## src/rtl/cpu_ctrl.sv

```systemverilog
// Multi-cycle control FSM for a five-class MIPS-style datapath.
// It bounds every memory wait and latches into a sticky FAULT state on a timeout or an illegal opcode.
`timescale 1ns/1ps
module cpu_ctrl #(
    parameter int MEM_TIMEOUT = 15
) (
    input  logic       clk,
    input  logic       rst_n,
    input  logic [5:0] opcode,
    input  logic       zf,
    input  logic       mem_ready,
    output logic       pc_wr,
    output logic       pc_branch,
    output logic       ir_wr,
    output logic       mem_read,
    output logic       mem_wrt,
    output logic       reg_wrt,
    output logic       reg_dst,
    output logic       mem_reg,
    output logic       alu_src,
    output logic [1:0] alu_op,
    output logic [2:0] state,
    output logic       fault
);

    typedef enum logic [2:0] {
        S_FETCH  = 3'd0,
        S_DECODE = 3'd1,
        S_EXEC   = 3'd2,
        S_MEM    = 3'd3,
        S_WB     = 3'd4,
        S_FAULT  = 3'd7
    } state_e;

    typedef enum logic [2:0] {
        C_R, C_LW, C_SW, C_BEQ, C_ADDI
    } class_e;

    localparam logic [5:0] OP_R    = 6'b000000;
    localparam logic [5:0] OP_LW   = 6'b100011;
    localparam logic [5:0] OP_SW   = 6'b101011;
    localparam logic [5:0] OP_BEQ  = 6'b000100;
    localparam logic [5:0] OP_ADDI = 6'b001000;

    // The last wait cycle that may still be rescued by mem_ready.
    localparam logic [7:0] WAIT_LAST = 8'(MEM_TIMEOUT - 1);

    state_e     state_q, state_d;
    class_e     class_q, class_d;
    logic [7:0] wait_cnt;
    class_e     dec_class;
    logic       dec_legal;
    logic       mem_wait;
    logic       timed_out;

    // NOTE: every signal written in an always_comb block gets a default first, so no path leaves it unassigned and no latch is inferred.
    always_comb begin
        dec_class = C_R;
        dec_legal = 1'b1;
        case (opcode)
            OP_R:    dec_class = C_R;
            OP_LW:   dec_class = C_LW;
            OP_SW:   dec_class = C_SW;
            OP_BEQ:  dec_class = C_BEQ;
            OP_ADDI: dec_class = C_ADDI;
            default: dec_legal = 1'b0;
        endcase
    end

    assign mem_wait  = (state_q == S_FETCH) || (state_q == S_MEM);
    assign timed_out = mem_wait && !mem_ready && (wait_cnt >= WAIT_LAST);

    always_comb begin
        state_d = state_q;
        class_d = class_q;
        case (state_q)
            S_FETCH: begin
                if (mem_ready)      state_d = S_DECODE;
                else if (timed_out) state_d = S_FAULT;
            end
            S_DECODE: begin
                if (dec_legal) begin
                    class_d = dec_class;
                    state_d = S_EXEC;
                end else begin
                    state_d = S_FAULT;
                end
            end
            S_EXEC: begin
                case (class_q)
                    C_BEQ:       state_d = S_FETCH;
                    C_LW, C_SW:  state_d = S_MEM;
                    default:     state_d = S_WB;
                endcase
            end
            S_MEM: begin
                if (mem_ready)      state_d = (class_q == C_LW) ? S_WB : S_FETCH;
                else if (timed_out) state_d = S_FAULT;
            end
            S_WB:    state_d = S_FETCH;
            S_FAULT: state_d = S_FAULT;
            default: state_d = S_FAULT;
        endcase
    end

    // NOTE: sequential state is updated only with non-blocking assignments, so every register samples the values from before the edge.
    always_ff @(posedge clk or negedge rst_n) begin
        if (!rst_n) begin
            state_q  <= S_FETCH;
            class_q  <= C_R;
            wait_cnt <= '0;
        end else begin
            state_q <= state_d;
            class_q <= class_d;
            if (state_d != state_q)
                wait_cnt <= '0;
            else if (mem_wait && !mem_ready)
                wait_cnt <= wait_cnt + 8'd1;
        end
    end

    // NOTE: the outputs are gated by rst_n itself, so they drop the moment reset asserts and do not wait for a clock edge.
    always_comb begin
        pc_wr     = 1'b0;
        pc_branch = 1'b0;
        ir_wr     = 1'b0;
        mem_read  = 1'b0;
        mem_wrt   = 1'b0;
        reg_wrt   = 1'b0;
        reg_dst   = 1'b0;
        mem_reg   = 1'b0;
        alu_src   = 1'b0;
        alu_op    = 2'b00;
        fault     = 1'b0;
        if (rst_n) begin
            case (state_q)
                S_FETCH: begin
                    mem_read = 1'b1;
                    if (mem_ready) begin
                        ir_wr = 1'b1;
                        pc_wr = 1'b1;
                    end
                end
                S_EXEC, S_MEM, S_WB: begin
                    case (class_q)
                        C_R:    begin reg_dst = 1'b1; alu_op = 2'b10; end
                        C_ADDI: alu_src = 1'b1;
                        C_LW:   begin alu_src = 1'b1; mem_reg = 1'b1; end
                        C_SW:   alu_src = 1'b1;
                        C_BEQ:  alu_op = 2'b01;
                        default: ;
                    endcase
                    if (state_q == S_EXEC && class_q == C_BEQ) begin
                        pc_branch = 1'b1;
                        pc_wr     = zf;
                    end
                    if (state_q == S_MEM) begin
                        mem_read = (class_q == C_LW);
                        mem_wrt  = (class_q == C_SW);
                    end
                    if (state_q == S_WB)
                        reg_wrt = 1'b1;
                end
                S_FAULT: fault = 1'b1;
                default: ;
            endcase
        end
    end

    assign state = state_q;

    mem_excl_a: assert property (@(posedge clk) disable iff (!rst_n) !(mem_read && mem_wrt));
    strobe_place_a: assert property (@(posedge clk) disable iff (!rst_n)
        (!ir_wr || state_q == S_FETCH) && (!reg_wrt || state_q == S_WB));

endmodule

```

## config.mk

```make
export PLATFORM = sky130hd
export DESIGN_NAME = cpu_ctrl
export DESIGN_NICKNAME = d
export VERILOG_FILES = /design/src/rtl/cpu_ctrl.sv
export SDC_FILE = /design/constraint.sdc
export NUM_CORES = 1
export LEC_CHECK = 0
export ABC_AREA = 1
export BUFFER_PORTS_ARGS = -buffer_cell sky130_fd_sc_hd__clkbuf_2
export CAP_MARGIN = 20
export CORE_MARGIN = 3
export CORE_UTILIZATION = 56
export CTS_BUF_LIST = sky130_fd_sc_hd__clkbuf_16
export DETAILED_ROUTE_END_ITERATION = 8
export PLACE_DENSITY = 0.83
export SLEW_MARGIN = 20
export SYNTH_ARGS = -nofsm -noshare
export SYNTH_HDL_FRONTEND = slang
export SYNTH_SLANG_ARGS = --single-unit
```

## constraint.sdc

```tcl
create_clock -name clk -period 2.14 [get_ports clk]
set_input_delay 0 -clock clk [delete_from_list [all_inputs] [get_ports clk]]
set_output_delay 0 -clock clk [all_outputs]
set_load 0.02 [all_outputs]
```

==> results.txt, run 1 <==
----------------------------------------------------
[Run status]
  Result of the run ... complete, no violations

[Synthesis]
  Synth warn ... 0
  Flop and latch count out of synthesis ... 14
  Number of standard cells after synthesis ... 153
  Number of nets in the synthesized netlist ... 165
  Share of synthesized area occupied by flip-flops and latches ... between 30% and 40%
  Syn Std Cell Area ... 1030 sq um
  Leading post-synthesis cells by cell area ... dfrtp_1 (34%), nand2_1 (13%), nor2_1 (9.5%)
  Average instance area after synthesis ... slightly below 7 sq um
  Distinct cells, synth ... 25
  Share of the synthesized area in the top cell type ... 34.0%
  Cell accounting for the most synthesized area ... dfrtp_1

[Critical path]
  Crit path arrival time ... 1.72 ns
  Startpoint types ... flop
  Biggest fanout along the worst timing path ... 7
  WP data required ... 2.14 ns
  Type of the worst setup path ... flop to output pin
  Critical Path Sink Type ... output pin

[Final layout]
  Number of nets in the layout ... just under 200
  Commonest non-fill, non-tap cells in the layout ... nand2_1 (36), nor2_1 (26), clkbuf_2 (24)
  Leading cell type in the layout, fill and taps excluded ... nand2_1
  Filler cells ... 124
  Non-Filler Instances ... 205
  Area growth, synth to finish ... 22.1%
  Fraction of final layout cells sized beyond drive strength 1 ... 23.8%
  Number of antenna repair diodes ... 0

[STA]
  Setup total negative slack ... 0 ns
  Clock period minus final worst setup slack ... roughly 1.7 ns
  RSZ-0062 raised after global routing ... no
  Timing-limited maximum frequency ... 0.583 GHz
  Setup violation total in the final timing report ... 0
  Least-Margin Pin Slew ... 0.380 ns
  Post-route fraction of the period consumed by the critical path ... approximately 80%
  Setup Skew ... 0.000614 ns
  Worst slew margin ... approximately 75%
  Final max-slew violation count ... 0
  Hold Vio Cnt, Final ... 0

[Die]
  Die height ... 48.9 microns
  Horizontal extent of the die ... 48.9 microns
  Initial standard-cell utilization of the core ... 64.0%
  Full die area ... 2390 sq um
  IO Count ... 25
  Core area ... ~1600 sq um
  Row count ... 14

[Pwr]
  Logic gate share of total power ... 4.5%
  Share of total power in the clock network ... 54.1%
  Cell-internal power ... 0.522 mW
  Static leakage ... 0.659 nW
  Sw Pwr ... 0.119 mW
  Largest voltage drop on the vdd net ... 695 uV
  Switching Fraction ... 18.6%
  Seq pwr share ... between 40% and 50%
  Cell area power density ... 510 nW/um^2

[Drt]
  Routed len/inst ... between 10 and 15 microns
  Total iterations of the first detailed-routing run ... 4
  Post-detailed-route DRC marker count ... 0
  Residual antenna-violating net count after detailed routing ... 0
  Vias ... 1,048
  DR vias/cell ... slightly above 5
  Detailed Route Iter0 Violations ... 23
  DRT Wirelength ... ~2400 microns

[Placed design]
  Instance count after placement with tap cells included ... 200
  I/O Buffers ... 24
  Routability congestion estimate ... approximately 0.87
  HPWL after detailed placement ... 1810 microns

[CTS]
  Clock root cell ... clkbuf_16
  Worst-Skew Late Latency ... 0.24 ns
  Number of clock sinks ... 14
  Deepest level of the CTS H-tree ... 1
  CTS Buffer Depth ... 2
  Number of resized instances in the post-cts repair step ... 0
  CTS tree ... yes
  Number of buffers created by CTS ... 3
  Clock-pin slew on the worst setup and hold paths ... 0.04 ns

[Global route]
  Total congestion overflow ... 0
  First-pass GRT wire length ... 4230 microns
  Antenna violations before repair ... 0
  Via count of the first global-routing pass ... 926
  Global router's overall resource usage ... 22.5%
  Maximum number of pins on one net before global-route repair ... 17

[Min path]
  Hold Path Class ... primary input to flop

[Job]
  Total of max-cap violations ... 0

----------------------------------------------------
==> per-stage QoR <==
stage / utilization (%) / area (sq um) / power (mW) / hold WS [ns] / worst slack [ns]
4_1_cts: 78.1 / 1260 / 0.645 / 0.0528 / 0.432
3_3_place_gp: 72.6 / 1170 / 0.297 / -0.0580 / 0.546
2_1_floorplan: - / 1030 / 0.280 / -0.296 / 0.584
5_1_grt: 78.1 / 1260 / 0.667 / 0.0752 / 0.214
6_report: 78.1 / 1260 / 0.641 / 0.0464 / 0.425
3_5_place_dp: 72.6 / 1170 / 0.297 / -0.0596 / 0.512
==> sequential cells by signal, summed over array words and instances, names as in the netlist <==
register  flops
wait_cnt      8
class_q       3
state         3
==> layer usage <==
metal	vias up	wire [microns]	share of wire [%]	global-route usage, %
met3	4	126	5.2	3.98
met2	35	1050	44	33.7
met4	0	34	1.4	7.11
li1	542	-	-	-
met5	-	0	0	0
met1	467	1200	50	32.8
==> cells in the mapped netlist <==
cell	n
a21boi_2	1
a21oi_1	2
a21oi_2	1
buf_6	1
dfrtp_1	14
ha_1	2
inv_1	23
inv_2	1
nand2_1	36
nand2_2	6
nand3_1	11
nand3_2	1
nand4_1	6
nand4_2	1
nor2_1	26
nor2_2	4
nor3_1	5
nor3_2	1
o21a_1	1
o21ai_0	3
o21bai_1	1
o22ai_1	1
o31ai_1	1
xnor2_1	1
xor2_1	3
==> critical path, stage by stage (launching register included) <==
cell and delay, ns:
dfrtp_1 0.47, inv_2 0.15, nand2_2 0.08, nor2_2 0.19, nand4_1 0.14, o22ai_1 0.14, inv_1 0.05, nor2_1 0.08
clkbuf_2 0.17
==> final cells by class <==
type,instances,area [sq um],area share [%]
sequential,14,350,27.8
timing repair buffer,25,130,10.3
clock inverter,1,3.75,0.298
multi-input combinational,114,579,46.0
tap,24,30.0,2.39
clock buffer,3,75.1,5.96
inverter,24,90.1,7.16
==> final timing paths <==
path | start | endpoint | slack [ns] | cells past startpoint
worst max-delay path | state[2]$_DFF_PN0_ | pc_wr | 0.42 | 8
worst min-delay path | opcode[3] | class_q[2]$_DFFE_PN0P_ | 0.05 | 3
worst max register to register | state[0]$_DFF_PN0_ | wait_cnt[2]$_DFFE_PN0P_ | 0.46 | 11
worst min register to register | wait_cnt[5]$_DFFE_PN0P_ | wait_cnt[5]$_DFFE_PN0P_ | 0.49 | 2
max in group asynchronous | rst_n | wait_cnt[1]$_DFFE_PN0P_ | 1.64 | 2
min in group asynchronous | rst_n | class_q[2]$_DFFE_PN0P_ | 0.23 | 2
==> power groups by stage <==
stage | combinational (mW) | clock, mW | sequential (mW)
after floorplan | 0.0102 | 0 | 0.270
after global placement | 0.0271 | 0 | 0.270
after detailed placement | 0.0278 | 0 | 0.270
after CTS | 0.0291 | 0.351 | 0.265
after global routing | 0.0328 | 0.369 | 0.265
final | 0.0287 | 0.347 | 0.266
==> kinds of logic (layout without fill, tap and decap cells) <==
group	count (synthesis)	count (layout)	share of synthesized area (%)
and+or+nand+nor	97	97	43.2
AOI/OAI and AO/OA	11	11	7.16
DFF	14	14	34.0
adders and majority gates	2	2	2.43
xor gates and xnor gates	4	4	3.40
buffers and inverters	25	53	9.83
==> repair_timing <==
action                                  CTS  global route
buffers inserted                          0             0
hold buffers                              1             0
hold endpoints to repair                 14             0
endpoints found under the setup margin    0             0
No activity file was read; power rests on OpenSTA's default activity.
==> run 2: changes to the inputs <==
Settings changed: CORE_UTILIZATION 56 to 47, PLACE_DENSITY 0.83 to 0.74.
Clock period 2.14 ns to 1.5 ns, I/O delays scaled along.
==> run 2 against run 1 <==
The run now ends with negative setup slack left. Non-clock buffer count rose by 27. Register-to-register slack got worse by 0.60 ns. Worst hold slack improved by 0.013 ns. Clock power rose by 45%. Critical path type is now flop to flop. Largest cell class unchanged.
==> results.txt, run 2 (synthesized netlist as in run 1, its figures left out) <==
----------------------------------------------------
[Run status]
  Result of the run ... complete, but fails checks (was complete, no violations)
  Violated checks ... negative setup slack

[Drt]
  Detailed Route Iter0 Violations ... 34 (was 23)
  DRT Wirelength ... 3270 microns (was 2410 microns)
  Total iterations of the first detailed-routing run ... 4 (unchanged)
  DR vias/cell ... 5.28 (was 5.11)
  Post-detailed-route DRC marker count ... 0 (unchanged)
  Routed len/inst ... 13.9 microns (was 11.8 microns)
  Residual antenna-violating net count after detailed routing ... 0 (unchanged)
  Vias ... 1,241 (was 1,048)

[Placed design]
  HPWL after detailed placement ... 2020 microns (was 1810 microns)
  Instance count after placement with tap cells included ... 220 (was 200)
  I/O Buffers ... 24 (unchanged)
  Routability congestion estimate ... 0.857 (was 0.866)

[Global route]
  Total congestion overflow ... 0 (unchanged)
  Maximum number of pins on one net before global-route repair ... 12 (was 17)
  Global router's overall resource usage ... 23.6% (was 22.5%)
  Met1 Track Usage GR ... 29.0% (was 32.8%)
  Antenna violations before repair ... 0 (unchanged)
  Met3 Use GR ... 5.13% (was 3.98%)
  Most Crowded Layer GR ... met2 (unchanged)
  Via count of the first global-routing pass ... 1,117 (was 926)
  First-pass GRT wire length ... 4850 microns (was 4230 microns)
  Met2 GRT Util ... 40.9% (was 33.7%)

[CTS]
  Clock root cell ... clkbuf_16 (unchanged)
  CTS Buffer Depth ... 2 (unchanged)
  Number of buffers created by CTS ... 3 (unchanged)
  Worst-Skew Late Latency ... 0.24 ns (about the same)
  CTS tree ... yes (unchanged)
  Number of clock sinks ... 14 (unchanged)
  Clock-pin slew on the worst setup and hold paths ... 0.05 ns (was 0.04 ns)
  Deepest level of the CTS H-tree ... 1 (unchanged)

[Pwr]
  Cell-internal power ... 0.747 mW (was 0.522 mW)
  Switching Fraction ... 19.5% (was 18.6%)
  Sw Pwr ... 0.181 mW (was 0.119 mW)
  Share of total power in the clock network ... 54.2% (was 54.1%)
  Logic gate share of total power ... 5.1% (was 4.5%)
  Largest voltage drop on the vdd net ... 820 uV (was 695 uV)
  Cell area power density ... 569 nW/um^2 (was 510 nW/um^2)
  Seq pwr share ... 40.8% (was 41.4%)
  Static leakage ... 0.823 nW (was 0.659 nW)

[Critical path]
  Biggest fanout along the worst timing path ... 5 (was 7)
  Critical Path Sink Type ... flop (was output pin)
  Startpoint types ... flop (unchanged)
  Type of the worst setup path ... flop to flop (was flop to output pin)
  Source of the critical timing path ... wait_cnt[1]$_DFFE_PN0P_ (was state[2]$_DFF_PN0_)
  Startpoint of the most critical register-to-register path ... wait_cnt[1]$_DFFE_PN0P_ (was state[0]$_DFF_PN0_)
  WP data required ... 1.68 ns (was 2.14 ns)
  Crit path arrival time ... 1.81 ns (was 1.72 ns)

[STA]
  Setup Skew ... 0.00418 ns (was 0.000614 ns)
  Setup violation total in the final timing report ... 8 (was 0)
  Hold Vio Cnt, Final ... 0 (unchanged)
  Timing-limited maximum frequency ... 0.611 GHz
  Clock period minus final worst setup slack ... 1.64 ns
  Setup total negative slack ... -0.606 ns (was 0 ns)
  RSZ-0062 raised after global routing ... yes (was no)
  Least-Margin Pin Slew ... 0.274 ns (was 0.380 ns)
  Worst slew margin ... 81.7% (was 74.7%)
  Post-route fraction of the period consumed by the critical path ... 109%
  Final max-slew violation count ... 0 (unchanged)
  Setup ws final ... -0.135 ns (was 0.425 ns)

[Min path]
  Worst hold path startpoint ... opcode[3] (unchanged)
  Hold Path Class ... primary input to flop (unchanged)

[Die]
  IO Count ... 25 (unchanged)
  Die height ... 52.8 microns (was 48.9 microns)
  Core area ... 2020 sq um (was 1610 sq um)
  Row count ... 16 (was 14)
  Initial standard-cell utilization of the core ... 51.0% (was 64.0%)
  Full die area ... 2790 sq um (was 2390 sq um)
  Horizontal extent of the die ... 52.8 microns (was 48.9 microns)

[Final layout]
  Max FFs per register ... 8 (unchanged)
  Commonest non-fill, non-tap cells in the layout ... buf_4 (30), nand2_1 (29), inv_1 (20) (was nand2_1 (36), nor2_1 (26), clkbuf_2 (24))
  Area growth, synth to finish ... 58.3% (was 22.1%)
  Leading cell type in the layout, fill and taps excluded ... buf_4 (was nand2_1)
  Register with the most flip-flops ... wait_cnt (unchanged)
  Non-Filler Instances ... 235 (was 205)
  Fraction of final layout cells sized beyond drive strength 1 ... 48.6% (was 23.8%)
  Filler cells ... 126 (was 124)
  Number of nets in the layout ... 221 (was 194)
  Number of antenna repair diodes ... 0 (unchanged)

[Job]
  Total of max-cap violations ... 0 (unchanged)

----------------------------------------------------
-- run 2: power groups by stage --
stage | sequential [mW] | combinational, mW | clock (mW)
3_3_place_gp | 0.385 | 0.0406 | 0
2_1_floorplan | 0.385 | 0.0146 | 0
5_1_grt | 0.378 | 0.0536 | 0.529
4_1_cts | 0.379 | 0.0454 | 0.505
3_5_place_dp | 0.385 | 0.0431 | 0
6_report | 0.379 | 0.0469 | 0.503
-- run 2: path summary, 6_finish.rpt --
check | to | slack, ns | cells past startpoint
hold / removal | class_q[0]$_DFFE_PN0P_ | 0.06 | 4
setup / recovery | wait_cnt[4]$_DFFE_PN0P_ | -0.14 | 10
min in group asynchronous | class_q[1]$_DFFE_PN0P_ | 0.14 | 2
setup reg to reg | wait_cnt[4]$_DFFE_PN0P_ | -0.14 | 10
max in group asynchronous | state[0]$_DFF_PN0_ | 0.93 | 3
hold reg to reg | wait_cnt[7]$_DFFE_PN0P_ | 0.49 | 2
-- run 2: metrics by stage --
stage               setup WS, ns  util, %  hold slack [ns]  cell area, sq um  power (mW)
finish                    -0.135     80.7           0.0595              1630       0.929
global route              -0.238     80.7           0.0727              1630       0.961
CTS                      -0.0676     74.1           0.0621              1500       0.929
detailed placement       -0.0653     64.7           -0.162              1310       0.428
global placement         -0.0175     64.7           -0.171              1310       0.425
floorplan               0.000638        -           -0.296              1040       0.399
-- run 2: worst max-delay path, stage by stage, from the launching register on --
cell and delay [ns]:
dfrtp_1 0.41, ha_4 0.19, nor2_4 0.09, nor2_2 0.05
nor2_2 0.12, nor2_2 0.07, nor2_2 0.14, nand3_1 0.10
a21oi_2 0.18, nand2_4 0.10, nor2_1 0.12
-- run 2: final cells by class --
type	instances	area (sq um)	area share [%]
multi-input cells	114	716	43.9
repair buffers	52	359	22.0
flip-flops and latches	14	354	21.7
inverters	24	90.1	5.52
clock buffers	3	75.1	4.60
well taps	27	33.8	2.07
clock inverters	1	3.75	0.230
-- run 2: repair_timing --
| action | 4_1_cts | 5_1_grt |
|---|---|---|
| hold buffers | 1 | 0 |
| setup endpoints to repair | 9 | 14 |
| gates resized for setup | 13 | 40 |
| hold endpoints to repair | 14 | 0 |
| setup buffers | 8 | 2 |
| pin swaps | 10 | 21 |
-- run 2: per-layer routing --
metal | wire [microns] | share of wire [%] | vias up
met5 | 0 | 0 | -
met4 | 94 | 2.9 | 0
met3 | 202 | 6.2 | 13
met2 | 1550 | 47 | 47
met1 | 1420 | 44 | 578
li1 | - | - | 603
